$ cat src/rtl/tank_pkg.sv
`default_nettype none
// ============================================================================
//  Module      : tank_pkg
//  Description : Types and constants shared by the tank and bullet logic:
//                the 16x16 wall map, map limits, direction and bullet-state
//                encodings, and bit offsets of the packed 32-bit object word.
//  Ports       : none (package)
//  Revision    : 1.0 - initial release
// ============================================================================
package tank_pkg;

    // Each map cell is 32x32 pixels; the playfield is 512x512.
    localparam int TILE_SHIFT = 5;
    localparam int MAP_MAX    = 511;

    // Wall map indexed [x_cell][y_cell]. Each 16-bit literal is one x column,
    // with y_cell 0 as the left-most bit. The border is solid and there is a
    // small 2x2 block in the middle of the field.
    localparam logic [0:15][0:15] TILE_MAP = '{
        16'b1111_1111_1111_1111,  // x = 0
        16'b1000_0000_0000_0001,  // x = 1
        16'b1000_0000_0000_0001,  // x = 2
        16'b1000_0000_0000_0001,  // x = 3
        16'b1000_0000_0000_0001,  // x = 4
        16'b1000_0000_0000_0001,  // x = 5
        16'b1000_0000_0000_0001,  // x = 6
        16'b1000_0001_1000_0001,  // x = 7
        16'b1000_0001_1000_0001,  // x = 8
        16'b1000_0000_0000_0001,  // x = 9
        16'b1000_0000_0000_0001,  // x = 10
        16'b1000_0000_0000_0001,  // x = 11
        16'b1000_0000_0000_0001,  // x = 12
        16'b1000_0000_0000_0001,  // x = 13
        16'b1000_0000_0000_0001,  // x = 14
        16'b1111_1111_1111_1111   // x = 15
    };

    typedef enum logic [1:0] {
        UP    = 2'd0,
        DOWN  = 2'd1,
        LEFT  = 2'd2,
        RIGHT = 2'd3
    } dir_e;

    typedef enum logic [1:0] {
        IDLE    = 2'd0,
        FLY     = 2'd1,
        EXPLODE = 2'd2
    } bullet_state_e;

    // Object word: {rsvd, type[1:0], alive, x[9:0], y[9:0], dir[1:0],
    //               rom_row[2:0], rom_col[2:0]}
    localparam int OBJ_ROM_COL_LSB = 0;
    localparam int OBJ_ROM_ROW_LSB = 3;
    localparam int OBJ_DIR_LSB     = 6;
    localparam int OBJ_Y_LSB       = 8;
    localparam int OBJ_X_LSB       = 18;
    localparam int OBJ_ALIVE_BIT   = 28;
    localparam int OBJ_TYPE_LSB    = 29;

    function automatic logic tile_is_wall(input logic [3:0] x_cell,
                                          input logic [3:0] y_cell);
        return TILE_MAP[x_cell][y_cell];
    endfunction

endpackage : tank_pkg
`default_nettype wire

$ cat src/rtl/tick_divider.sv
`default_nettype none
// ============================================================================
//  Module      : tick_divider
//  Description : Free-running 0..SPEED_DIV-1 counter that emits a one-clock
//                tick on the wrap cycle. A synchronous restart clears it to 0
//                and a low enable freezes it.
//  Ports       : clk        game clock
//                reset_n    asynchronous active-low reset
//                i_enable   advance the counter (low = hold)
//                i_restart  clear the counter to 0 (when enabled)
//                o_tick     high on the cycle the counter wraps
//  Revision    : 1.0 - initial release
// ============================================================================
module tick_divider #(
    parameter int SPEED_DIV = 1
) (
    input  logic clk,
    input  logic reset_n,
    input  logic i_enable,
    input  logic i_restart,
    output logic o_tick
);

    if (SPEED_DIV < 1 || SPEED_DIV > 255) begin : g_bad_speed_div
        $error("tick_divider: SPEED_DIV must be in 1..255");
    end

    localparam logic [7:0] c_last = 8'(SPEED_DIV - 1);

    logic [7:0] r_cnt;

    assign o_tick = i_enable && (r_cnt == c_last);

    always_ff @(posedge clk or negedge reset_n) begin
        if (!reset_n) begin
            r_cnt <= 8'd0;
        end else if (i_enable) begin
            if (i_restart || r_cnt == c_last) begin
                r_cnt <= 8'd0;
            end else begin
                r_cnt <= r_cnt + 8'd1;
            end
        end
    end

endmodule : tick_divider
`default_nettype wire

$ cat src/rtl/bullet_ctrl.sv
`default_nettype none
// ============================================================================
//  Module      : bullet_ctrl
//  Description : Bullet owned by one tank. Spawns on the tank's fire pulse,
//                moves STEP pixels per move tick, stops on walls or on the
//                enemy tank (pulsing hit), shows a short explosion, and
//                publishes a packed 32-bit object word for the sprite path.
//                Optional macro BULLET_RANGE_LIMIT_EN: the bullet explodes
//                (no hit) after MAX_STEPS completed moves.
//  Ports       : clk, reset_n            clock, async active-low reset
//                game_over               freeze everything, force hit low
//                fire, direction         spawn request and heading
//                tank_x, tank_y          owning tank top-left corner
//                enemy_x, enemy_y        enemy tank top-left corner
//                enemy_active            enemy tank is alive
//                hit                     one-cycle pulse to enemy's killed
//                busy                    bullet is in flight or exploding
//                pos_x, pos_y            bullet top-left corner (8x8 sprite)
//                bullet_state            packed object word
//  Revision    : 1.0 - initial release
// ============================================================================
module bullet_ctrl
    import tank_pkg::*;
#(
    parameter int          STEP           = 8,
    parameter int          SPEED_DIV      = 1,
    parameter int          EXPLODE_CYCLES = 4,
    parameter logic [1:0]  OBJ_TYPE       = 2'b11,
    parameter int          MAX_STEPS      = 40
) (
    input  logic        clk,
    input  logic        reset_n,
    input  logic        game_over,
    input  logic        fire,
    input  logic [1:0]  direction,
    input  logic [9:0]  tank_x,
    input  logic [9:0]  tank_y,
    input  logic [9:0]  enemy_x,
    input  logic [9:0]  enemy_y,
    input  logic        enemy_active,
    output logic        hit,
    output logic        busy,
    output logic [9:0]  pos_x,
    output logic [9:0]  pos_y,
    output logic [31:0] bullet_state
);

    if (EXPLODE_CYCLES < 1 || EXPLODE_CYCLES > 255) begin : g_bad_explode
        $error("bullet_ctrl: EXPLODE_CYCLES must be in 1..255");
    end
    if (MAX_STEPS < 1) begin : g_bad_max_steps
        $error("bullet_ctrl: MAX_STEPS must be at least 1");
    end

    localparam logic signed [11:0] c_step     = 12'(STEP);
    localparam logic [7:0]         c_exp_last = 8'(EXPLODE_CYCLES - 1);

    bullet_state_e r_state;
    dir_e          r_dir;
    logic [9:0]    r_pos_x;
    logic [9:0]    r_pos_y;
    logic          r_hit;
    logic [7:0]    r_exp_cnt;

`ifdef BULLET_RANGE_LIMIT_EN
    localparam int                  c_steps_w = $clog2(MAX_STEPS + 1);
    localparam logic [c_steps_w-1:0] c_max    = c_steps_w'(MAX_STEPS);
    logic [c_steps_w-1:0] r_steps;
`endif

    logic w_run;
    logic w_spawn;
    logic w_tick;

    assign w_run   = !game_over;
    assign w_spawn = w_run && fire && (r_state == IDLE);

    tick_divider #(
        .SPEED_DIV (SPEED_DIV)
    ) u_tick_divider (
        .clk       (clk),
        .reset_n   (reset_n),
        .i_enable  (w_run),
        .i_restart (w_spawn),
        .o_tick    (w_tick)
    );

    // ------------------------------------------------------------------
    // Candidate position. Arithmetic is 12-bit signed so that a move past
    // the top or left edge shows up as a negative coordinate instead of
    // wrapping to a large 10-bit value.
    // ------------------------------------------------------------------
    logic signed [11:0] w_px, w_py;
    logic signed [11:0] w_cand_x, w_cand_y;
    logic signed [11:0] w_lead_x, w_lead_y;
    logic signed [11:0] w_ex, w_ey;
    logic [3:0]         w_cell_x, w_cell_y;
    logic               w_outside;
    logic               w_wall;
    logic               w_overlap;

    assign w_px = signed'({2'b00, r_pos_x});
    assign w_py = signed'({2'b00, r_pos_y});
    assign w_ex = signed'({2'b00, enemy_x});
    assign w_ey = signed'({2'b00, enemy_y});

    // The leading edge is the side of the 8x8 box facing the motion; only
    // that coordinate changes, the other one stays the top-left value.
    always_comb begin
        w_cand_x = w_px;
        w_cand_y = w_py;
        w_lead_x = w_px;
        w_lead_y = w_py;
        case (r_dir)
            UP: begin
                w_cand_y = w_py - c_step;
                w_lead_y = w_cand_y;
            end
            DOWN: begin
                w_cand_y = w_py + c_step;
                w_lead_y = w_cand_y + 12'sd7;
            end
            LEFT: begin
                w_cand_x = w_px - c_step;
                w_lead_x = w_cand_x;
            end
            default: begin
                w_cand_x = w_px + c_step;
                w_lead_x = w_cand_x + 12'sd7;
            end
        endcase
    end

    assign w_outside = (w_lead_x < 12'sd0) || (w_lead_x > 12'(MAP_MAX)) ||
                       (w_lead_y < 12'sd0) || (w_lead_y > 12'(MAP_MAX));
    assign w_cell_x  = 4'(w_lead_x >>> TILE_SHIFT);
    assign w_cell_y  = 4'(w_lead_y >>> TILE_SHIFT);
    // The map lookup is meaningless off the field, so outside wins first.
    assign w_wall    = w_outside || tile_is_wall(w_cell_x, w_cell_y);

    // 8x8 candidate box against the 32x32 enemy box, edges inclusive.
    assign w_overlap = enemy_active &&
                       (w_cand_x <= w_ex + 12'sd31) && (w_cand_x + 12'sd7 >= w_ex) &&
                       (w_cand_y <= w_ey + 12'sd31) && (w_cand_y + 12'sd7 >= w_ey);

    // ------------------------------------------------------------------
    // Bullet state machine
    // ------------------------------------------------------------------
    always_ff @(posedge clk or negedge reset_n) begin
        if (!reset_n) begin
            r_state   <= IDLE;
            r_dir     <= UP;
            r_pos_x   <= 10'd0;
            r_pos_y   <= 10'd0;
            r_hit     <= 1'b0;
            r_exp_cnt <= 8'd0;
`ifdef BULLET_RANGE_LIMIT_EN
            r_steps   <= '0;
`endif
        end else if (game_over) begin
            // Everything holds; only the hit pulse is squashed.
            r_hit <= 1'b0;
        end else begin
            r_hit <= 1'b0;
            case (r_state)
                IDLE: begin
                    if (fire) begin
                        r_state   <= FLY;
                        r_dir     <= dir_e'(direction);
                        r_pos_x   <= tank_x + 10'd12;
                        r_pos_y   <= tank_y + 10'd12;
                        r_exp_cnt <= 8'd0;
`ifdef BULLET_RANGE_LIMIT_EN
                        r_steps   <= '0;
`endif
                    end
                end
                FLY: begin
                    if (w_tick) begin
                        if (w_overlap) begin
                            r_hit   <= 1'b1;
                            r_state <= EXPLODE;
                        end else if (w_wall) begin
                            r_state <= EXPLODE;
`ifdef BULLET_RANGE_LIMIT_EN
                        end else if (r_steps == c_max) begin
                            r_state <= EXPLODE;
`endif
                        end else begin
                            r_pos_x <= w_cand_x[9:0];
                            r_pos_y <= w_cand_y[9:0];
`ifdef BULLET_RANGE_LIMIT_EN
                            r_steps <= r_steps + 1'b1;
`endif
                        end
                    end
                end
                EXPLODE: begin
                    if (w_tick) begin
                        if (r_exp_cnt == c_exp_last) begin
                            r_state   <= IDLE;
                            r_exp_cnt <= 8'd0;
                        end else begin
                            r_exp_cnt <= r_exp_cnt + 8'd1;
                        end
                    end
                end
                default: begin
                    r_state <= IDLE;
                end
            endcase
        end
    end

    // ------------------------------------------------------------------
    // Outputs and object word
    // ------------------------------------------------------------------
    logic        w_alive;
    logic [2:0]  w_rom_col;
    logic [31:0] w_word;

    assign w_alive = (r_state != IDLE);

    always_comb begin
        w_rom_col = {1'b0, r_dir};
        if (r_state == EXPLODE) begin
            // Explosion frames 4..7, saturating on the last frame.
            w_rom_col = (r_exp_cnt >= 8'd3) ? 3'd7 : (3'd4 + r_exp_cnt[2:0]);
        end
    end

    always_comb begin
        w_word                            = '0;
        w_word[OBJ_TYPE_LSB +: 2]         = OBJ_TYPE;
        w_word[OBJ_ALIVE_BIT]             = w_alive;
        w_word[OBJ_X_LSB +: 10]           = r_pos_x;
        w_word[OBJ_Y_LSB +: 10]           = r_pos_y;
        w_word[OBJ_DIR_LSB +: 2]          = r_dir;
        w_word[OBJ_ROM_ROW_LSB +: 3]      = 3'b001;
        w_word[OBJ_ROM_COL_LSB +: 3]      = w_rom_col;
    end

    assign hit          = r_hit;
    assign busy         = w_alive;
    assign pos_x        = r_pos_x;
    assign pos_y        = r_pos_y;
    assign bullet_state = w_word;

endmodule : bullet_ctrl
`default_nettype wire

$ cat config.mk
export PLATFORM = sky130hd
export DESIGN_NAME = bullet_ctrl
export DESIGN_NICKNAME = d
export VERILOG_FILES = /design/src/rtl/tank_pkg.sv /design/src/rtl/tick_divider.sv /design/src/rtl/bullet_ctrl.sv
export SDC_FILE = /design/constraint.sdc
export NUM_CORES = 1
export LEC_CHECK = 0
export ABC_AREA = 1
export CAP_MARGIN = 20
export CORE_ASPECT_RATIO = 0.8
export CORE_MARGIN = 8
export CORE_UTILIZATION = 51
export CTS_BUF_LIST = sky130_fd_sc_hd__clkbuf_2 sky130_fd_sc_hd__clkbuf_4 sky130_fd_sc_hd__clkbuf_8
export DETAILED_ROUTE_END_ITERATION = 8
export PLACE_DENSITY = 0.83
export SLEW_MARGIN = 30
export SYNTH_ARGS = -nofsm -noshare
export SYNTH_HDL_FRONTEND = slang
export SYNTH_HIERARCHICAL = 1
export SYNTH_SLANG_ARGS = --single-unit
$ cat constraint.sdc
create_clock -name clk -period 3.2 [get_ports clk]
set_input_delay 0.64 -clock clk [delete_from_list [all_inputs] [get_ports clk]]
set_output_delay 0.64 -clock clk [all_outputs]
set_load 0.005 [all_outputs]
# Word-level counts from Yosys, hierarchy flattened
# Memories as Yosys holds them, arrays and structs flattened.
# Cells that the tools add are included.
[totals]
in_bits = 47
output_inout_bits = 54
n_memories = 1
register_bits = 41
romBits = 256
wordCells = 110
[op_classes]
eq_ne = 12
n_lt_le_gt_ge = 11
n_reduce_logical = 24
bitwise_logic = 3
muxes = 37
n_addsub = 15
[memory_table]
columns = ["memory", "words", "width", "rd", "rd_clocked_by_memory_dff", "wr", "line_no", "source"]
rows = [
  ["(name not given)", 16, 16, 1, 0, 0, "tank_pkg.sv:63", "return TILE_MAP[x_cell][y_cell];"],
]
[op_table]
columns = ["op", "n"]
rows = [
  ["$pmux W12 S2", 4],
  ["$mux W10", 8],
  ["$pmux W10 S2", 2],
  ["$mux W16", 2],
  ["$mux W8", 4],
  ["$add A11 B3 Y12 const B", 2],
  ["$add A12 B4 Y12 const B", 2],
  ["$ge A12 B11 Y1", 2],
  ["$gt A12 B10 Y1 const B", 2],
  ["$le A12 B12 Y1", 2],
  ["$lt A12 B1 Y1 const B", 2],
  ["$add A10 B4 Y11 const B", 2],
  ["$add A10 B5 Y11 const B", 2],
  ["$sub A10 B4 Y11 const B", 2],
  ["$add A10 B4 Y10 const B", 2],
  ["$add A8 B1 Y8 const B", 2],
  ["$pmux W8 S2", 1],
  ["$mux W2", 6],
  ["$reduce_and A6 Y1", 2],
  ["$ge A5 B5 Y1 const B", 2],
  ["$not A4 Y5", 2],
  ["$eq A8 B2 Y1 const B", 1],
  ["$ge A8 B2 Y1 const B", 1],
  ["$logic_not A8 Y1", 1],
  ["other kinds (19)", 44],
]

# Logic depth before layout (Yosys ltp)
# Gate-level depths: netlist (run 1).
[logic_depth]
depth_word = 15
mapped_depth = 26
ltp_nobuf = 26

# Cells and area by module
# Netlist (run 1), hierarchy kept.
[modules_own_cells]
columns = ["module", "instances", "cells_per_inst", "seq_area_each_um2", "area_each_um2"]
rows = [
  ["bullet_ctrl", 1, 875, 825.8, 5311.3],
  ["tick_divider", 1, 65, 200.2, 480.5],
]

# Least setup slack after synthesis (run 1)
# No wires, ideal clock.
[synth_path]
kind = "reg-to-reg"
from = "register r_pos_x[3] (netlist: pos_x[3])"
to = "register r_pos_y[4] (netlist: pos_y[4])"
setup_time_ps = 117
required_time_ps = 3083
t_arrival_ps = 3033
path_slack_ps = 49
period_less_slack_ps = 3151
path_buffers = 2
path_stages_with_launch = 25
path_cell_list = "dfrtp_1 -> buf_4 -> inv_1 -> ha_1 -> nand3_1 -> nand3_1 -> nor2_2 -> nand2_2 -> nor2_4 -> xnor2_1 -> inv_1 -> ha_1 -> nand2_1 -> nor2_1 -> a211oi_1 -> o21ai_0 -> nand3_1 -> nand2_1 -> nor2_2 -> nor2_4 -> nand3_4 -> nand3_4 -> buf_8 -> nand2_2 -> nand2_1"
[synth_between]
elab_chain_len = 13
word_cells_on_any_way = 28
classes_between = "add/sub (4); order compare (4); eq/ne (2); mux (7); bitwise (1); reduce/logical (9); memory (1)"
[synth_rtl]
columns = ["element", "line_no", "source"]
rows = [
  ["from (decl)", "bullet_ctrl.sv:60", "logic [9:0] r_pos_x;"],
  ["from (signal assigned)", "bullet_ctrl.sv:170", "r_pos_x <= tank_x + 10'd12;"],
  ["from (signal assigned)", "bullet_ctrl.sv:190", "r_pos_x <= w_cand_x[9:0];"],
  ["$add A10 B4 Y11", "bullet_ctrl.sv:128", "w_cand_x = w_px + c_step;"],
  ["$add A11 B3 Y12", "bullet_ctrl.sv:129", "w_lead_x = w_cand_x + 12'sd7;"],
  ["$pmux W12 S2", "bullet_ctrl.sv:114", "case (r_dir)"],
  ["$not A4 Y5 (implied by the code)", "tank_pkg.sv:63", ""],
  ["$mem_v2 Z16 W16", "-", ""],
  ["$mux W16 (implied by the code) (2 in a row)", "tank_pkg.sv:63", ""],
  ["$bmux W1 S4", "tank_pkg.sv:63", ""],
  ["$mux W1 (implied by the code) (2 in a row)", "tank_pkg.sv:63", ""],
  ["$logic_or A1 B1 Y1", "bullet_ctrl.sv:139", "assign w_wall = w_outside || tile_is_wall(w_cell_x, w_cell_y);"],
  ["$ne A2 B2 Y1 (no line)", "-", ""],
  ["$reduce_and A6 Y1 (no line) (*)", "-", ""],
  ["to (signal assigned)", "bullet_ctrl.sv:171", "r_pos_y <= tank_y + 10'd12;"],
  ["to (signal assigned)", "bullet_ctrl.sv:191", "r_pos_y <= w_cand_y[9:0];"],
  ["to (decl)", "bullet_ctrl.sv:61", "logic [9:0] r_pos_y;"],
]
# Every way passes the cells marked *; elsewhere a longest branch is shown, timed or not. The select of a mux whose other input is x is not followed.
# A chain may end at the register's enable or synchronous reset.

# Worst setup path after layout (run 1)
[layout_path]
from = "register r_pos_y[3] (netlist: pos_y[3])"
to = "register r_pos_x[5] (netlist: pos_x[5])"
[layout_between]
elab_chain_len = 10
word_cells_on_any_way = 22
classes_between = "add/sub (4); order compare (4); eq/ne (2); mux (5); bitwise (1); reduce/logical (6)"
[layout_rtl]
columns = ["element"]
rows = [
  ["parallel branches: the longest is 9 deep, another holds $add A11 B3 Y12"],
  ["$reduce_and A6 Y1 (no line) (*)"],
]
# Mark *: on every way between the ends. The select of a mux whose other input is x is not followed.

==> flow_summary.toml, run 1 <==
[global_routing]
grt_pass1_vias = 5952
grtUsageMet1 = 0.305
antenna_found_initial = 0
use_met2 = 0.339
grt_pass1_wl_microns = 27800
grt_usage = 0.217
gr-total-overflow = 0
grt.met3_usage = 0.0408
grt_busiest_layer = "met2"
grt_max_degree = 42

[outcome]
violations = "setup timing"
status = "complete, but fails checks"

[drt]
vias = 6627
viasPerCell = 5.30
drtIter0Drc = 526
drtPass1Iterations = 7
postRouteAntennaNets = 0
route.detailed.drc = 0
wl_microns = 17900
routedWlPerCell_microns = 14.3

[clock_tree]
h-tree-depth = 2
clock-root-buffer = "clkbuf_8"
numCtsBuffers = 5
clk_latency_ps = 290
cts_hold_buf = 0
cts_num_sinks = 41
clk_pin_slew_ps = 80
tritoncts = "done"
cts.path.max_buffers = 2

[floorplan]
io_pins = 101
die_area_sq_um = 15000
die_x_microns = 135
coreArea_sq_um = 11000
die-height_microns = 111
floorplan.initialDensity = 0.528
num_rows = 34

[setup_path]
worstPathArrival_ps = 3420
critPathCaptureType = "register"
path_max_fanout = 5
crit_path_start_kind = "register"
critical_path_required_ps = 3380
worstSetupPathType = "register to register"

[yosys]
syn_area_sq_um = 5790
ys.warnings.count = 6
syn_inst = 940
synth-seq-cells = 41
ys_types = 41
yosysSeqAreaShare = 0.177
avgSynthCellArea_sq_um = 6.16

[placement]
dpl.hpwl_microns = 13700
portBuffers = 94
gp_congestion = 0.959
placed_area_sq_um = 7290

[sta]
max-slew-margin-rel = 0.626
rsz0062_at_grt = "yes"
setup_viol = 6
finalMaxSlewViolations = 0
fmax_mhz = 309
skew_ps = 5.79
fin_crit_ps = 3230
hold_violations = 0
setup_ws_ps = -33.3
finalCritPeriodShare = 1.01
tightestPinTransition_ps = 559

[power]
leakage_uw = 0.00411
total_power_uw = 7950
powerDensity_nw_per_um2 = 1010
vdd_drop_max_mv = 0.579

[final_layout]
stdcell_area_sq_um = 7880
fin_nets = 1210
diodes = 0
fin_util = 0.718
drive_gt1_frac = 0.221
areaGrowthSynthToFinish_pct = 36.0

[min_path]
min_path_type = "input pin to asynchronous set/reset pin"

[run]
drv_cap = 0
cells by family (layout without fill, tap and decap cells):
group	count (synthesis)	count (layout)	synth area share
buffers and inverters	184	346	0.147
and+or+nand+nor	524	525	0.403
DFF	41	41	0.177
AOI/OAI and AO/OA	90	90	0.0847
adders and majority gates	57	57	0.123
other	2	6	0.00130
xor gates and xnor gates	42	42	0.0635
metal layers:
layer,vias to the layer above,part of all wire,wire length [microns]
met3,50,0.095,1700
met1,2967,0.44,7910
li1,3305,-,-
met5,-,0,0
met2,305,0.44,7920
met4,0,0.020,355
critical path, cell delays in order, from the launching register on:
cell and delay, ps:
dfrtp_2 450, inv_2 70, ha_4 290, inv_2 30, nand2_2 70, nand3_4 80
buf_4 160, nor2_2 90, nand3_2 120, xor2_1 190, ha_1 300, nand2_2 70
inv_2 50, nand4_1 80, a21oi_1 160, nor2_1 70, a21boi_2 310, nand3_4 190
buf_6 180, nand4_1 100, nand2_1 60
through the flow:
stage | cells | hold slack (ps) | worst slack (ps) | setup TNS (ps)
6_report | 1251 | 322 | -33.3 | -105
5_1_grt | 1251 | 353 | -237 | -2930
4_1_cts | 1239 | 498 | 3.08 | 0
3_5_place_dp | 1228 | 535 | -591 | -9420
3_3_place_gp | 1228 | 524 | -486 | -7800
2_1_floorplan | 944 | 344 | 49.5 | 0
flip-flops by register name, indices dropped and copies added, names as in the netlist:
register              flops
r_exp_cnt                 8
hit                       1
u_tick_divider/r_cnt      8
r_state                   2
pos_x                    10
r_dir                     2
pos_y                    10
layout by cell type (no fill, tap or decap), types with 6 or more instances in the layout:
cell type	instances
ha_4	7
xnor2_1	12
xor2_1	30
inv_2	18
nand4_1	29
clkdlybuf4s50_1	85
nand2_2	29
nand3_1	71
nand3_2	12
nor3_1	9
buf_4	106
nor2_4	8
dfrtp_1	33
inv_1	117
nor2_2	18
dlymetal6s2s_1	7
a21oi_1	25
ha_1	48
o21ai_1	7
nand2_1	250
dfrtp_2	8
conb_1	6
o21ai_0	34
nor2_1	78
synthesized netlist by cell type, drive strengths merged:
cell | n | share of area
o211ai | 1 | 0.0013
o41ai | 1 | 0.0015
nor2 | 104 | 0.076
a21boi | 2 | 0.0032
a21o | 4 | 0.0052
buf | 43 | 0.056
conb | 2 | 0.0013
o22ai | 3 | 0.0032
and3b | 1 | 0.0015
nand3 | 87 | 0.081
inv | 135 | 0.087
nand4 | 29 | 0.031
a31oi | 5 | 0.0054
xor2 | 30 | 0.045
o21ai | 44 | 0.038
nand2 | 280 | 0.19
clkbuf | 6 | 0.0041
or2 | 2 | 0.0022
ha | 57 | 0.12
nor4 | 1 | 0.0011
or4 | 1 | 0.0013
dfrtp | 41 | 0.18
a211oi | 2 | 0.0026
a21oi | 28 | 0.024
xnor2 | 12 | 0.018
and2 | 2 | 0.0022
nor3 | 13 | 0.013
and3 | 4 | 0.0043
power by group:
group	total, uW	switching (uW)	internal (uW)
registers	975	285	690
logic	6650	3740	2910
clock network	334	183	151
total	7950	4210	3750
layout make-up:
cell class                      instances  area, sq um
Clock inverter                          3         17.5
Sequential cell                        41         1040
Tap cell                              144          180
Timing Repair Buffer                  203         1790
Inverter                              135          507
Clock buffer                            5         68.8
Multi-Input combinational cell        720         4280
Fill cell                             839         3100
path summary, 6_finish.rpt:
kind / start / endpoint / slack [ps] / depth (start not counted)
worst max-delay path: pos_y[3] / pos_x[5] / -30 / 20
worst min-delay path: reset_n / r_exp_cnt[1] / 320 / 1
worst max register to register: pos_y[3] / pos_x[5] / -30 / 20
worst min register to register: r_exp_cnt[7] / r_exp_cnt[7] / 540 / 2
max in group asynchronous: reset_n / pos_x[5] / 2490 / 1
min in group clk: r_exp_cnt[7] / r_exp_cnt[7] / 540 / 2
repair_timing:
item                                    4_1_cts  5_1_grt
cloned                                        2        0
buffers inserted                              1       13
endpoints found under the setup margin       17       17
hold endpoints to repair                      0        0
resized for setup                            25       88
pin swaps                                    11       54
(Power assumes the default switching activity.)
==> inputs of run 2 (changes only) <==
SETUP_SLACK_MARGIN = 0.05   (was not set)
==> run 2 against run 1 <==
Effect of this change:
- the run still ends with setup timing left
- setup slack got worse by 190 ps
- fmax decreased by 5.7%
- clock-buffer cell count increased by 1
- non-clock buffer count increased by 20
- utilization increased by 2.7 points
- sequential cell count unchanged
- register-to-register slack got worse by 190 ps
- critical path depth decreased by 1
- combinational power increased by 13%
- die area unchanged
- first-iteration DRC count increased by 66%
- cell count increased by 1.5%
- critical endpoint is now pos_x[7]
==> flow_summary.toml, run 2 (same netlist as run 1, synthesis figures left out) <==
[floorplan]
coreArea_sq_um = 11000
die_area_sq_um = 15000
die-height_microns = 111
die_x_microns = 135
io_pins = 101
num_rows = 34
floorplan.initialDensity = 0.528

[final_layout]
regArea_sq_um = 1030
mostFrequentLayoutCell = "nand2_1"
multi_input_area_sq_um = 4420
diodes = 0
drive_gt1_frac = 0.258
most-common-layout-cells = "nand2_1, buf_4, inv_1, clkdlybuf4s50_1, nor2_1"
fin_nets = 1230
fillers = 763
areaGrowthSynthToFinish_pct = 41.1

[sta]
max-slew-margin-rel = 0.635
hold_violations = 0
setup_viol = 15
skew_ps = 11.7
finalMaxSlewViolations = 0
setup_ws_ps = -228
tightestPinTransition_ps = 548
fin_setup_tns_ps = -2490
finalCritPeriodShare = 1.07
fin_crit_ps = 3430
fmax_mhz = 292
rsz0062_at_grt = "yes"

[setup_path]
crit_start = "pos_x[4]"
critPathCaptureType = "register"
crit_path_start_kind = "register"
critPathBufInv = 3
crit_slowest_cell = "dfrtp_2"
slowest_delay_ps = 460
critical_path_required_ps = 3390
worstSetupPathType = "register to register"
path_max_fanout = 8
path_cells = "buf_4 -> nor2_1 -> nand4_1 -> o21ai_0 -> nand3_1 -> nand2_2 -> inv_1 -> ha_1 -> a21oi_2 -> o211ai_1 -> a21oi_1 -> nand2_1 -> nand3_2 -> nand3_2 -> nor2_4 -> nand3_4 -> buf_6 -> nand4_1 -> nand2_1"
reg2reg_depth = 19
worstPathArrival_ps = 3620
crit_family = "simple AND/OR/NAND/NOR gates"
path_depth = 19
r2r_start = "pos_x[4]"

[global_routing]
grt_pass1_wl_microns = 29600
grt_usage = 0.233
antenna_found_initial = 0
gr-total-overflow = 0
grt_max_degree = 42
grt_pass1_vias = 6348

[power]
clkPwrFrac = 0.040
p_int_uw = 4120
powerDensity_nw_per_um2 = 1080
pwr-share-comb = 0.849
seq_power_share = 0.110
p_switching_uw = 4750
leakage_uw = 0.00419
p_sw_frac = 0.536
vdd_drop_max_mv = 0.543
total_power_uw = 8860

[min_path]
min_path_type = "input pin to asynchronous set/reset pin"

[outcome]
violations = "setup timing"
status = "complete, but fails checks"

[drt]
drtIter0Drc = 871
viasPerCell = 5.76
routedWlPerCell_microns = 16.6
drtPass1Iterations = 8
vias = 7309
route.detailed.drc = 0
postRouteAntennaNets = 0
wl_microns = 21100

[clock_tree]
tritoncts = "done"
cts_hold_buf = 0
clk_latency_ps = 300
numCtsBuffers = 5
clk_pin_slew_ps = 90
cts.path.max_buffers = 2
cts_num_sinks = 41
clock-root-buffer = "clkbuf_8"
h-tree-depth = 2

[placement]
gp_congestion = 0.996
portBuffers = 94
dpl.hpwl_microns = 13900

[run]
drv_cap = 0
-- run 2: cell types whose count changed in the layout (fill, tap and decap cells not counted), sizes merged --
cell / change
buf: +19
dlygate4sd2: +7
dlymetal6s2s: -6
clkbuf: +2
clkinv: -2
clkdlybuf4s50: -1
-- run 2: what timing repair did --
| item | CTS | global route |
|---|---|---|
| resized for setup | 61 | 85 |
| cloned | 2 | 0 |
| endpoints found under the setup margin | 17 | 17 |
| pin swaps | 38 | 40 |
| buffers inserted | 17 | 12 |
-- run 2: power groups by stage --
| stage | sequential, uW | clock [uW] | combinational, uW |
|---|---|---|---|
| after floorplan | 884 | 0 | 3760 |
| after CTS | 932 | 355 | 6280 |
| final | 978 | 358 | 7530 |
| after global placement | 940 | 0 | 5690 |
| after global routing | 991 | 378 | 8110 |
| after detailed placement | 942 | 0 | 5830 |
-- run 2: final timing paths --
kind	endpoint	slack (ps)
min in group clk	r_exp_cnt[7]	540
worst min-delay path	r_exp_cnt[1]	330
worst max-delay path	pos_x[7]	-230
worst max register to register	pos_x[7]	-230
worst min register to register	r_exp_cnt[7]	540
max in group asynchronous	pos_x[3]	2470
-- run 2: final cells by class --
cell class	count	area share
repair buffers	223	0.237
multi-input cells	720	0.541
clock inverters	1	0.000918
flip-flops and latches	41	0.127
clock buffers	6	0.0101
inverters	135	0.0623
well taps	144	0.0220
-- run 2: worst reg2reg max path, stage by stage, from the launching register on --
cell and delay (ps):
dfrtp_2 460, buf_4 200, nor2_1 170, nand4_1 220, o21ai_0 290, nand3_1 180
nand2_2 150, inv_1 60, ha_1 210, a21oi_2 150, o211ai_1 100, a21oi_1 170
nand2_1 110, nand3_2 90, nand3_2 100, nor2_4 160, nand3_4 150, buf_6 170
nand4_1 130, nand2_1 80
-- run 2: through the flow --
step,setup slack (ps),hold slack (ps),cell area (sq um),utilization,instances
final,-228,325,8170,0.745,1270
after global routing,-390,363,8170,0.745,1270
after CTS,50.6,498,7720,0.704,1258
after detailed placement,-602,534,7340,0.669,1233
after global placement,-450,525,7340,0.669,1233
after floorplan,50.0,344,5810,-,944
-- run 2: metal layers --
| metal | share of wire | wire length (microns) | track usage |
|---|---|---|---|
| met1 | 0.39 | 8160 | 0.324 |
| met2 | 0.45 | 9560 | 0.373 |
| met3 | 0.12 | 2470 | 0.0340 |
| met4 | 0.042 | 884 | 0.0443 |
| met5 | 0 | 0 | 0 |
==> inputs of run 3 (changes only) <==
CTS_CLUSTER_DIAMETER = 200   (was not set)
==> results of run 3 <==
Final layout, timing and power as in run 2 (identical DEF).
